==> src/rtl/uart_pkg.sv <==
// uart_pkg: shared FSM state encoding and counter-width helper for the UART transmitter
package uart_pkg;
  typedef enum logic [2:0] {
    ST_IDLE,
    ST_START,
    ST_DATA,
    ST_PARITY,
    ST_STOP
  } state_e;
  function automatic int ctr_w(input int n);
    return (n < 2) ? 1 : $clog2(n);
  endfunction
endpackage

==> src/rtl/uart_tx_fifo.sv <==
// uart_tx_fifo: synchronous FIFO queueing bytes ahead of the serialiser
module uart_tx_fifo #(
  parameter int DEPTH = 16,
  parameter int WIDTH = 8
) (
  input  logic                     clk_i,
  input  logic                     rst_i,
  input  logic                     push_i,
  input  logic                     pop_i,
  input  logic [WIDTH-1:0]         data_i,
  output logic [WIDTH-1:0]         data_o,
  output logic                     full_o,
  output logic                     empty_o,
  output logic [$clog2(DEPTH):0]   count_o
);
  localparam int AW = $clog2(DEPTH);
  logic [WIDTH-1:0] mem_q [DEPTH];
  logic [AW-1:0]    wr_ptr_q, rd_ptr_q;
  logic [AW:0]      count_q, count_d;
  logic             do_push, do_pop;
  assign full_o  = count_q == (AW+1)'(DEPTH);
  assign empty_o = count_q == '0;
  assign count_o = count_q;
  assign data_o  = mem_q[rd_ptr_q];
  assign do_push = push_i && !full_o;
  assign do_pop  = pop_i && !empty_o;
  // Occupancy moves by push minus pop; a simultaneous push and pop cancel out.
  always_comb begin
    count_d = count_q + (AW+1)'(do_push) - (AW+1)'(do_pop);
  end
  // Pointers wrap naturally at DEPTH; reset flushes the queue.
  always_ff @(posedge clk_i) begin
    if (rst_i) begin
      wr_ptr_q <= '0;
      rd_ptr_q <= '0;
      count_q  <= '0;
    end else begin
      wr_ptr_q <= wr_ptr_q + AW'(do_push);
      rd_ptr_q <= rd_ptr_q + AW'(do_pop);
      count_q  <= count_d;
    end
  end
  // Storage array has no reset; only entries below count are ever read.
  always_ff @(posedge clk_i) begin
    if (do_push) mem_q[wr_ptr_q] <= data_i;
  end
endmodule

==> src/rtl/uart_tx.sv <==
// uart_tx: buffered UART transmitter; even parity bit enabled by macro UART_TX_PARITY_EN
module uart_tx
  import uart_pkg::*;
#(
  parameter int DATA_BITS    = 8,
  parameter int FIFO_DEPTH   = 16,
  parameter int CLKS_PER_BIT = 16,
  parameter int STOP_BITS    = 1
) (
  input  logic                          clock,
  input  logic                          reset,
  input  logic                          wr_en,
  input  logic [DATA_BITS-1:0]          wr_data,
  output logic                          wr_full,
  output logic [$clog2(FIFO_DEPTH):0]   fifo_count,
  output logic                          overflow,
  output logic                          tx,
  output logic                          tx_busy
);
  localparam int BW = ctr_w(STOP_BITS * CLKS_PER_BIT);
  localparam int IW = ctr_w(DATA_BITS);
  localparam logic [BW-1:0] BIT_LAST  = BW'(CLKS_PER_BIT - 1);
  localparam logic [BW-1:0] STOP_LAST = BW'(STOP_BITS * CLKS_PER_BIT - 1);
  localparam logic [IW-1:0] DATA_LAST = IW'(DATA_BITS - 1);
  state_e               state_q, state_d;
  logic [BW-1:0]        baud_q, baud_d;
  logic [IW-1:0]        bit_q, bit_d;
  logic [DATA_BITS-1:0] shift_q, shift_d;
  logic                 tx_q, tx_d;
  logic                 busy_q;
  logic                 overflow_q;
  logic                 pop, empty;
  logic [DATA_BITS-1:0] head;
`ifdef UART_TX_PARITY_EN
  logic                 par_q, par_d;
`endif
  uart_tx_fifo #(
    .DEPTH (FIFO_DEPTH),
    .WIDTH (DATA_BITS)
  ) u_fifo (
    .clk_i   (clock),
    .rst_i   (reset),
    .push_i  (wr_en),
    .pop_i   (pop),
    .data_i  (wr_data),
    .data_o  (head),
    .full_o  (wr_full),
    .empty_o (empty),
    .count_o (fifo_count)
  );
  assign tx       = tx_q;
  assign tx_busy  = busy_q;
  assign overflow = overflow_q;
  // Frame sequencer: each bit held CLKS_PER_BIT cycles; back-to-back frames pop at the last stop cycle.
  always_comb begin
    state_d = state_q;
    baud_d  = baud_q + BW'(1);
    bit_d   = bit_q;
    shift_d = shift_q;
    tx_d    = tx_q;
    pop     = 1'b0;
`ifdef UART_TX_PARITY_EN
    par_d   = par_q;
`endif
    unique case (state_q)
      ST_IDLE: begin
        baud_d = '0;
        tx_d   = 1'b1;
        if (!empty) begin
          pop     = 1'b1;
          shift_d = head;
          tx_d    = 1'b0;
          bit_d   = '0;
          state_d = ST_START;
`ifdef UART_TX_PARITY_EN
          par_d   = ^head;
`endif
        end
      end
      ST_START: begin
        if (baud_q == BIT_LAST) begin
          baud_d  = '0;
          tx_d    = shift_q[0];
          shift_d = shift_q >> 1;
          state_d = ST_DATA;
        end
      end
      ST_DATA: begin
        if (baud_q == BIT_LAST) begin
          baud_d = '0;
          if (bit_q == DATA_LAST) begin
`ifdef UART_TX_PARITY_EN
            tx_d    = par_q;
            state_d = ST_PARITY;
`else
            tx_d    = 1'b1;
            state_d = ST_STOP;
`endif
          end else begin
            bit_d   = bit_q + IW'(1);
            tx_d    = shift_q[0];
            shift_d = shift_q >> 1;
          end
        end
      end
`ifdef UART_TX_PARITY_EN
      ST_PARITY: begin
        if (baud_q == BIT_LAST) begin
          baud_d  = '0;
          tx_d    = 1'b1;
          state_d = ST_STOP;
        end
      end
`endif
      ST_STOP: begin
        if (baud_q == STOP_LAST) begin
          baud_d  = '0;
          state_d = ST_IDLE;
          if (!empty) begin
            pop     = 1'b1;
            shift_d = head;
            tx_d    = 1'b0;
            bit_d   = '0;
            state_d = ST_START;
`ifdef UART_TX_PARITY_EN
            par_d   = ^head;
`endif
          end
        end
      end
      default: begin
        baud_d  = '0;
        tx_d    = 1'b1;
        state_d = ST_IDLE;
      end
    endcase
  end
  // Sequencer registers; reset truncates any frame in flight and idles the line high.
  always_ff @(posedge clock) begin
    if (reset) begin
      state_q <= ST_IDLE;
      baud_q  <= '0;
      bit_q   <= '0;
      shift_q <= '0;
      tx_q    <= 1'b1;
      busy_q  <= 1'b0;
    end else begin
      state_q <= state_d;
      baud_q  <= baud_d;
      bit_q   <= bit_d;
      shift_q <= shift_d;
      tx_q    <= tx_d;
      busy_q  <= state_d != ST_IDLE;
    end
  end
`ifdef UART_TX_PARITY_EN
  // Parity of the frame being sent, captured when its byte leaves the FIFO.
  always_ff @(posedge clock) begin
    if (reset) par_q <= 1'b0;
    else       par_q <= par_d;
  end
`endif
  // Sticky flag for any write lost to a full FIFO.
  always_ff @(posedge clock) begin
    if (reset) overflow_q <= 1'b0;
    else       overflow_q <= overflow_q | (wr_en & wr_full);
  end
endmodule

==> config.mk <==
export PLATFORM = sky130hd
export DESIGN_NAME = uart_tx
export DESIGN_NICKNAME = d
export VERILOG_FILES = /design/src/rtl/uart_pkg.sv /design/src/rtl/uart_tx_fifo.sv /design/src/rtl/uart_tx.sv
export SDC_FILE = /design/constraint.sdc
export NUM_CORES = 1
export LEC_CHECK = 0
export BUFFER_PORTS_ARGS = -buffer_cell sky130_fd_sc_hd__buf_4
export CAP_MARGIN = 15
export CORE_ASPECT_RATIO = 1.4
export CORE_MARGIN = 2
export CORE_UTILIZATION = 69
export CTS_BUF_LIST = sky130_fd_sc_hd__clkbuf_8
export DETAILED_ROUTE_END_ITERATION = 12
export GPL_ROUTABILITY_DRIVEN = 0
export PLACE_DENSITY = 0.88
export SETUP_SLACK_MARGIN = 0.2
export SLEW_MARGIN = 0
export SYNTH_ARGS = -nofsm -noshare
export SYNTH_HDL_FRONTEND = slang
export SYNTH_SLANG_ARGS = --single-unit
export TNS_END_PERCENT = 50
==> constraint.sdc <==
create_clock -name clock -period 7.24 [get_ports clock]
set_input_delay 0.362 -clock clock [delete_from_list [all_inputs] [get_ports clock]]
set_output_delay 0.362 -clock clock [all_outputs]
set_load 0.005 [all_outputs]
==> results of run 1 <==
## synthesized netlist by cell type (all sizes together) (8+ instances only)
| library cell | instances |
|---|---|
| a21oi | 8 |
| nor2 | 26 |
| mux4 | 33 |
| ha | 13 |
| o21ai | 16 |
| edfxtp | 128 |
| dfxtp | 34 |
| inv | 17 |
| nor2b | 11 |
| nand2 | 8 |
| clkbuf | 15 |
| mux2i | 9 |
| nand3 | 9 |
## flip-flops by register name (all words and copies together) (netlist names)
| register | cells |
|---|---|
| u_fifo.mem_q | 128 |
| shift_q | 8 |
| u_fifo.count_o | 5 |
| baud_q | 4 |
| u_fifo.rd_ptr_q | 4 |
| u_fifo.wr_ptr_q | 4 |
| bit_q | 3 |
| state_q | 3 |
| overflow | 1 |
| tx | 1 |
| tx_busy | 1 |
## area by class of cell
class	count	area (sq um)
clock inverter	15	109
timing repair buffer	25	188
tap	110	138
inverter	18	67.6
clock buffer	17	234
fill	498	2240
multi-input combinational	198	1900
sequential	162	4530
## worst max-delay path: stages (launching register included)
cell and delay (ps):
dfxtp_1 330, inv_1 80, ha_1 170, or4b_1 580, o211ai_1 250, inv_1 110
ha_1 280, inv_1 60, ha_1 160, inv_1 60, fa_1 390, nor2b_1 190
o21bai_1 100, a21oi_1 160, nor3b_1 70
## per-stage QoR
stage / cell area [sq um] / hold WS, ps / utilization [%]
after floorplan: 6610 / 433 / -
after global placement: 6810 / 442 / 72.4
after detailed placement: 6810 / 454 / 72.4
after CTS: 7150 / 147 / 76.0
after global routing: 7160 / 174 / 76.2
final: 7160 / 164 / 76.2
## layout by cell type, fill, tap and decap left out, types with 3 or more instances in the layout
cell type   Yosys  routed
a21oi_1         7       7
a222oi_1        7       7
a32o_1          7       7
buf_4           1      23
clkbuf_8        0      17
clkinv_1        1       4
clkinvlp_4      0       5
dfxtp_1        34      33
edfxtp_1      128     128
ha_1           13      13
inv_1          17      17
inv_6           0       4
mux2i_1         9       9
mux4_2         33      33
nand2_1         8       8
nand2b_1        3       3
nand3_1         9       9
nor2_1         26      26
nor2b_1        11      11
nor3_1          7       7
nor3b_1         3       3
o211ai_1        3       3
o21ai_0        10      10
o21ai_1         6       6
xnor2_1         5       5
xor2_1          4       4
## logic make-up (layout without fill, tap and decap cells)
family	after synthesis	after routing	share of synthesized area, %
XOR/XNOR	9	9	1.19
adder cells (fa/ha/maj)	14	14	2.77
multiplexers	42	42	12.6
flip-flops	162	162	68.5
AND/OR/NAND/NOR	80	80	6.33
buffers and inverters	39	75	2.71
AO/OA/AOI/OAI	53	53	5.91
## per-layer routing
metal,track usage [%],vias to the layer above,wire [um]
li1,-,1615,-
met5,0,-,0
met3,6.33,28,640
met4,9.86,0,275
met2,42.5,138,6390
met1,29.8,1802,4330
## worst min path at each step
stage | from | end | cells past startpoint
6_report | wr_en | overflow | 3
5_1_grt | wr_en | overflow | 3
4_1_cts | wr_en | overflow | 3
3_5_place_dp | shift_q[2] | shift_q[2] | 1
3_3_place_gp | baud_q[0] | baud_q[0] | 1
2_1_floorplan | baud_q[0] | baud_q[0] | 1
## report_power, final
part | total [mW] | switching, mW | leakage, nW | internal, mW
Combinational | 0.541 | 0.266 | 0.739 | 0.275
Clock | 0.567 | 0.328 | 0.160 | 0.239
Sequential | 1.12 | 0.0485 | 1.43 | 1.07
Total | 2.22 | 0.643 | 2.33 | 1.58
==> results by group, run 1 <==
Logic synthesis
  • Flop and latch count out of synthesis: 162
  • Number of flops mapped to enable cells by yosys: 128
  • Post-synthesis sequential area ratio: 68.5%
  • Yosys cell types: 46
  • Synthesis Warnings: 0
  • Synthesized cell area: 6610 sq um
  • Most area-consuming cells after synthesis: edfxtp_1 58%, mux4_2 11%, dfxtp_1 10%
  • Synth top area share: 58.2%
  • Ys async rst share: 0%
  • Synth Net Count: 424
  • Synth area leader: edfxtp_1
  • Mapped Avg Cell Area: 16.6 sq um
  • Ys flop type: edfxtp_1
  • Synthesized instance count: 399

Cells and area
  • Layout net count: 447
  • Area growth syn-to-layout: 8.45%
  • Non-Filler Instances: 545
  • Antenna Diode Count: 0
  • Layout cells sized above 1: 20.7%

Power
  • Power Density: 310 nW/um^2
  • Leak: 2.33 nW
  • Total power: 2.22 mW
  • Peak supply drop: 0.000178 V

Global route
  • Vias in the first global route: 3,581
  • First-pass GRT wire length: 18,500 um
  • Overall Global Routing Usage: 24.8%
  • Congestion Overflow GR: 0
  • Initial antenna violation count: 0
  • Pin count of the biggest net entering global routing: 35

Place
  • # port buffers: 19
  • Placed cells: 511
  • Dpl ws: 4140 ps
  • Dpl hpwl: 7910 um

Clocking
  • Worst-Skew Late Latency: 440 ps
  • CTS clk-pin slew, worst paths: 80 ps
  • Cts hold-fix bufs: 0
  • Clk buf depth: 2
  • CTS tree: done
  • PostCTS Resize Cnt: 0
  • CTS Sinks: 162
  • Clock root buffer: clkbuf_8
  • Htree depth: 4
  • Post-CTS setup buffer count: 0
  • Cts bufs inserted: 17

Route
  • Final wirelength: 11,600 um
  • Post-route ant nets: 0
  • Avg Vias per Cell: 6.57
  • First DRT Iteration DRCs: 356
  • Drt drc: 0
  • Drt first pass iters: 4
  • Drt wl/cell: 21.3 um
  • Vias post-DR: 3,583

Floorplan
  • Die ar.: 10,400 sq um
  • Initial Util: 70.2%
  • Die height: 120 um
  • Io pins: 20
  • Num rows: 42
  • Die width: 86.7 um
  • Core footprint: 9410 sq um

STA
  • Final Hold Fails: 0
  • Fin crit period: 3110 ps
  • Setup TNS: 0 ps
  • Final setup violation count: 0
  • Slew headroom: 37.0%
  • Tightest Pin Transition: 941 ps
  • Tcrit/Tclk final: 43.0%
  • Layout Skew: 12.3 ps
  • Worst Setup Slack, final: 4130 ps
  • FMAX: 0.321 GHz
  • RSZ-0062 raised after global routing: no
  • Max-slew violations: 0

Worst hold path
  • Hold Crit Class: primary input to flop

Worst setup path
  • CP endpoint: u_fifo.count_o[4]
  • CP Capture Type: flop
  • Critical path data required time: 7560 ps
  • Worst EP arrival: 3430 ps
  • Worst Setup SP: u_fifo.count_o[2]
  • Reg-to-reg slack, setup: 4130 ps
  • Crit Reg-Reg Startpoint: u_fifo.count_o[2]
  • CP startpoint kind: flop
  • Crit path kind: flop to flop
  • RR Endpoint: u_fifo.count_o[4]
  • FF-to-FF path depth: 14
  • Crit path max fanout: 6

Run
  • Max-cap viol count: 0

Status
  • Run status: completed
Power figures use the tool's default switching activity.
==> run 2: changes to the inputs <==
--- a/config.mk
+++ b/config.mk
@@ -5,15 +5,16 @@
 export SDC_FILE = /design/constraint.sdc
 export NUM_CORES = 1
 export LEC_CHECK = 0
+export ABC_AREA = 1
 export BUFFER_PORTS_ARGS = -buffer_cell sky130_fd_sc_hd__buf_4
 export CAP_MARGIN = 15
 export CORE_ASPECT_RATIO = 1.4
 export CORE_MARGIN = 2
-export CORE_UTILIZATION = 69
+export CORE_UTILIZATION = 64
 export CTS_BUF_LIST = sky130_fd_sc_hd__clkbuf_8
 export DETAILED_ROUTE_END_ITERATION = 12
 export GPL_ROUTABILITY_DRIVEN = 0
-export PLACE_DENSITY = 0.88
+export PLACE_DENSITY = 0.83
 export SETUP_SLACK_MARGIN = 0.2
 export SLEW_MARGIN = 0
 export SYNTH_ARGS = -nofsm -noshare
==> constraint.sdc (replaced) <==
create_clock -name clock -period 3.2 [get_ports clock]
set_input_delay 0.16 -clock clock [delete_from_list [all_inputs] [get_ports clock]]
set_output_delay 0.16 -clock clock [all_outputs]
set_load 0.005 [all_outputs]
==> run 2 against run 1 <==
Net effect: final area rose by 8.1%; die area rose by 15%; critical path type unchanged; total power rose to 2.6 times the previous value; flip-flop and latch count stayed put; worst hold slack lost 120 ps; combinational power increased to 3.2 times the previous value; sequential share of layout area decreased by 4.8 points; critical endpoint unchanged; wire length rose by 31%.
==> results by group, run 2 <==
Status
  • Run status: completed

Place
  • # port buffers: 19
  • Placed cells: 864
  • Dpl hpwl: 9620 um

STA
  • Tightest Pin Transition: 1140 ps
  • Tcrit/Tclk final: 86.9%
  • Max-slew violations: 0
  • Setup TNS: 0 ps
  • Final Hold Fails: 0
  • Fin crit period: 2780 ps
  • Slew headroom: 23.6%
  • RSZ-0062 raised after global routing: no
  • Final hold slack: 39.5 ps
  • Layout Skew: 7.19 ps
  • FMAX: 0.359 GHz
  • Final setup violation count: 0

Logic synthesis
  • Most frequent cell after synthesis: nand2_1
  • Flop and latch count out of synthesis: 162
  • Mapped Avg Cell Area: 9.75 sq um
  • Synth Net Count: 754
  • Synthesized cell area: 7110 sq um
  • Yosys cell types: 33
  • Synth top cells by count: 219 x nand2_1, 128 x edfxtp_1, 99 x inv_1
  • Synth top area share: 54.1%
  • Ys async rst share: 0%
  • Synth area leader: edfxtp_1
  • Ys flop type: edfxtp_1
  • Synthesized instance count: 729
  • Synthesis Warnings: 0
  • Most area-consuming cells after synthesis: edfxtp_1 54%, nand2_1 12%, dfxtp_1 9.6%
  • Post-synthesis sequential area ratio: 63.6%
  • Number of flops mapped to enable cells by yosys: 128

Floorplan
  • Num rows: 45
  • Die width: 93.1 um
  • Die height: 129 um
  • Io pins: 20
  • Initial Util: 65.4%
  • Die ar.: 12,000 sq um
  • Core footprint: 10,900 sq um

Clocking
  • Cts bufs inserted: 17
  • Worst-Skew Late Latency: 460 ps
  • Htree depth: 4
  • CTS tree: done
  • Clk buf depth: 2
  • CTS clk-pin slew, worst paths: 80 ps
  • Clock root buffer: clkbuf_8
  • CTS Sinks: 162

Cells and area
  • Area growth syn-to-layout: 8.96%
  • Layout net count: 768
  • Non-Filler Instances: 897
  • Most used cells in the layout excluding fill and tap cells: 219 x nand2_1, 128 x edfxtp_1, 101 x inv_1
  • Max reg flops: 128
  • Top reg by flops: u_fifo.mem_q
  • Layout cells sized above 1: 9.13%
  • Most common cell after layout, fill and taps aside: nand2_1
  • Antenna Diode Count: 0

Worst setup path
  • CP cell instances: ha_1 -> nand2_1 -> inv_1 -> nand2_1 -> inv_1 -> o21ai_2 -> inv_1 -> ha_1 -> inv_1 -> ha_1 -> inv_1 -> fa_1 -> inv_1 -> a21oi_1 -> o21ai_1 -> or2_2 -> a21oi_1
  • FF-to-FF path depth: 17
  • Worst EP arrival: 3120 ps
  • Crit Reg-Reg Startpoint: baud_q[0]
  • Most frequent CP cell: inv_1
  • Worst path max stage delay: 400 ps
  • Reg-to-reg slack, setup: 420 ps
  • CP Capture Type: flop
  • Crit-path slowest cell: fa_1
  • CP startpoint kind: flop
  • Crit path max fanout: 6
  • Critical path data required time: 3540 ps
  • RR Endpoint: u_fifo.count_o[4]
  • Crit path kind: flop to flop

Global route
  • Congestion Overflow GR: 0
  • First-pass GRT wire length: 24,100 um
  • Initial antenna violation count: 0
  • Pin count of the biggest net entering global routing: 68
  • Overall Global Routing Usage: 27.1%
  • Vias in the first global route: 4,969

Power
  • Leak: 3.29 nW
  • Total power: 5.83 mW
  • Peak supply drop: 0.000679 V
  • Power Density: 753 nW/um^2

Worst hold path
  • Hold path depth: 1
  • WHS Endpoint: u_fifo.mem_q[7][7]
  • Hold Crit Start: wr_data[7]
  • Hold Crit Class: primary input to flop

Route
  • Drt drc: 0
  • Final wirelength: 15,300 um
  • First DRT Iteration DRCs: 562
  • Avg Vias per Cell: 5.62
  • Vias post-DR: 5,045
  • Post-route ant nets: 0
  • Drt first pass iters: 5
  • Drt wl/cell: 17.0 um

Run
  • Max-cap viol count: 0
## run 2: power by group
| part | internal [mW] | switching (mW) | total, mW |
|---|---|---|---|
| Sequential | 2.42 | 0.0856 | 2.51 |
| Combinational | 0.556 | 1.16 | 1.72 |
| Clock | 0.867 | 0.740 | 1.61 |
| Total | 3.84 | 1.99 | 5.83 |
## run 2: area by class of cell
class                           count  area (sq um)
Sequential cell                   162          4530
Fill cell                         742          3120
Multi-Input combinational cell    435          2040
Inverter                          102           383
Clock buffer                       18           248
Timing Repair Buffer               25           190
Clock inverter                     14           189
Tap cell                          141           176
## run 2: cells by family (layout without fill, tap and decap cells)
| kind of cell | after synthesis | in the layout | synth area share (%) |
|---|---|---|---|
| AOI/OAI and AO/OA | 39 | 39 | 3.10 |
| xor gates and xnor gates | 5 | 5 | 0.616 |
| adders and majority gates | 14 | 14 | 2.57 |
| buffers and inverters | 132 | 159 | 7.80 |
| DFF | 162 | 162 | 63.6 |
| and+or+nand+nor | 377 | 377 | 22.3 |
## run 2: worst max-delay path by stage
| stage | cells past startpoint | slack [ps] | startpoint | endpoint |
|---|---|---|---|---|
| floorplan | 17 | 590 | baud_q[0] | u_fifo.count_o[4] |
| global placement | 17 | 390 | baud_q[0] | u_fifo.count_o[4] |
| detailed placement | 17 | 260 | baud_q[0] | u_fifo.count_o[4] |
| CTS | 17 | 230 | baud_q[0] | u_fifo.count_o[4] |
| global route | 17 | 220 | baud_q[0] | u_fifo.count_o[4] |
| finish | 17 | 420 | baud_q[0] | u_fifo.count_o[4] |
## run 2: routing by layer
| layer | global-route usage (%) | up-vias | wire length [um] |
|---|---|---|---|
| met5 | 0 | - | 0 |
| met4 | 15.4 | 0 | 638 |
| met3 | 5.56 | 46 | 979 |
| met2 | 46.9 | 216 | 7970 |
| met1 | 31.2 | 2389 | 5680 |
| li1 | - | 2394 | - |
## run 2: timing repair
action | 4_1_cts | 5_1_grt
setup buffers | 0 | 0
endpoints found under the hold margin | 1 | 0
endpoints found under the setup margin | 0 | 1
hold buffers | 1 | 0
resized for setup | 0 | 3
## run 2: metrics by stage
stage          setup WS (ps)  cell area (sq um)  util (%)
2_1_floorplan            588               7110         -
3_3_place_gp             386               7300      67.2
3_5_place_dp             256               7300      67.2
4_1_cts                  225               7740      71.3
5_1_grt                  225               7750      71.3
6_report                 418               7750      71.3
## run 2: worst max-delay path, delay by kind of cell, from the launching register on
family	cells	cell delay (ps)
adder cells (fa/ha/maj)	4	1030
AO/OA/AOI/OAI	4	460
buffers and inverters	6	450
AND/OR/NAND/NOR	3	380
flip-flops	1	330
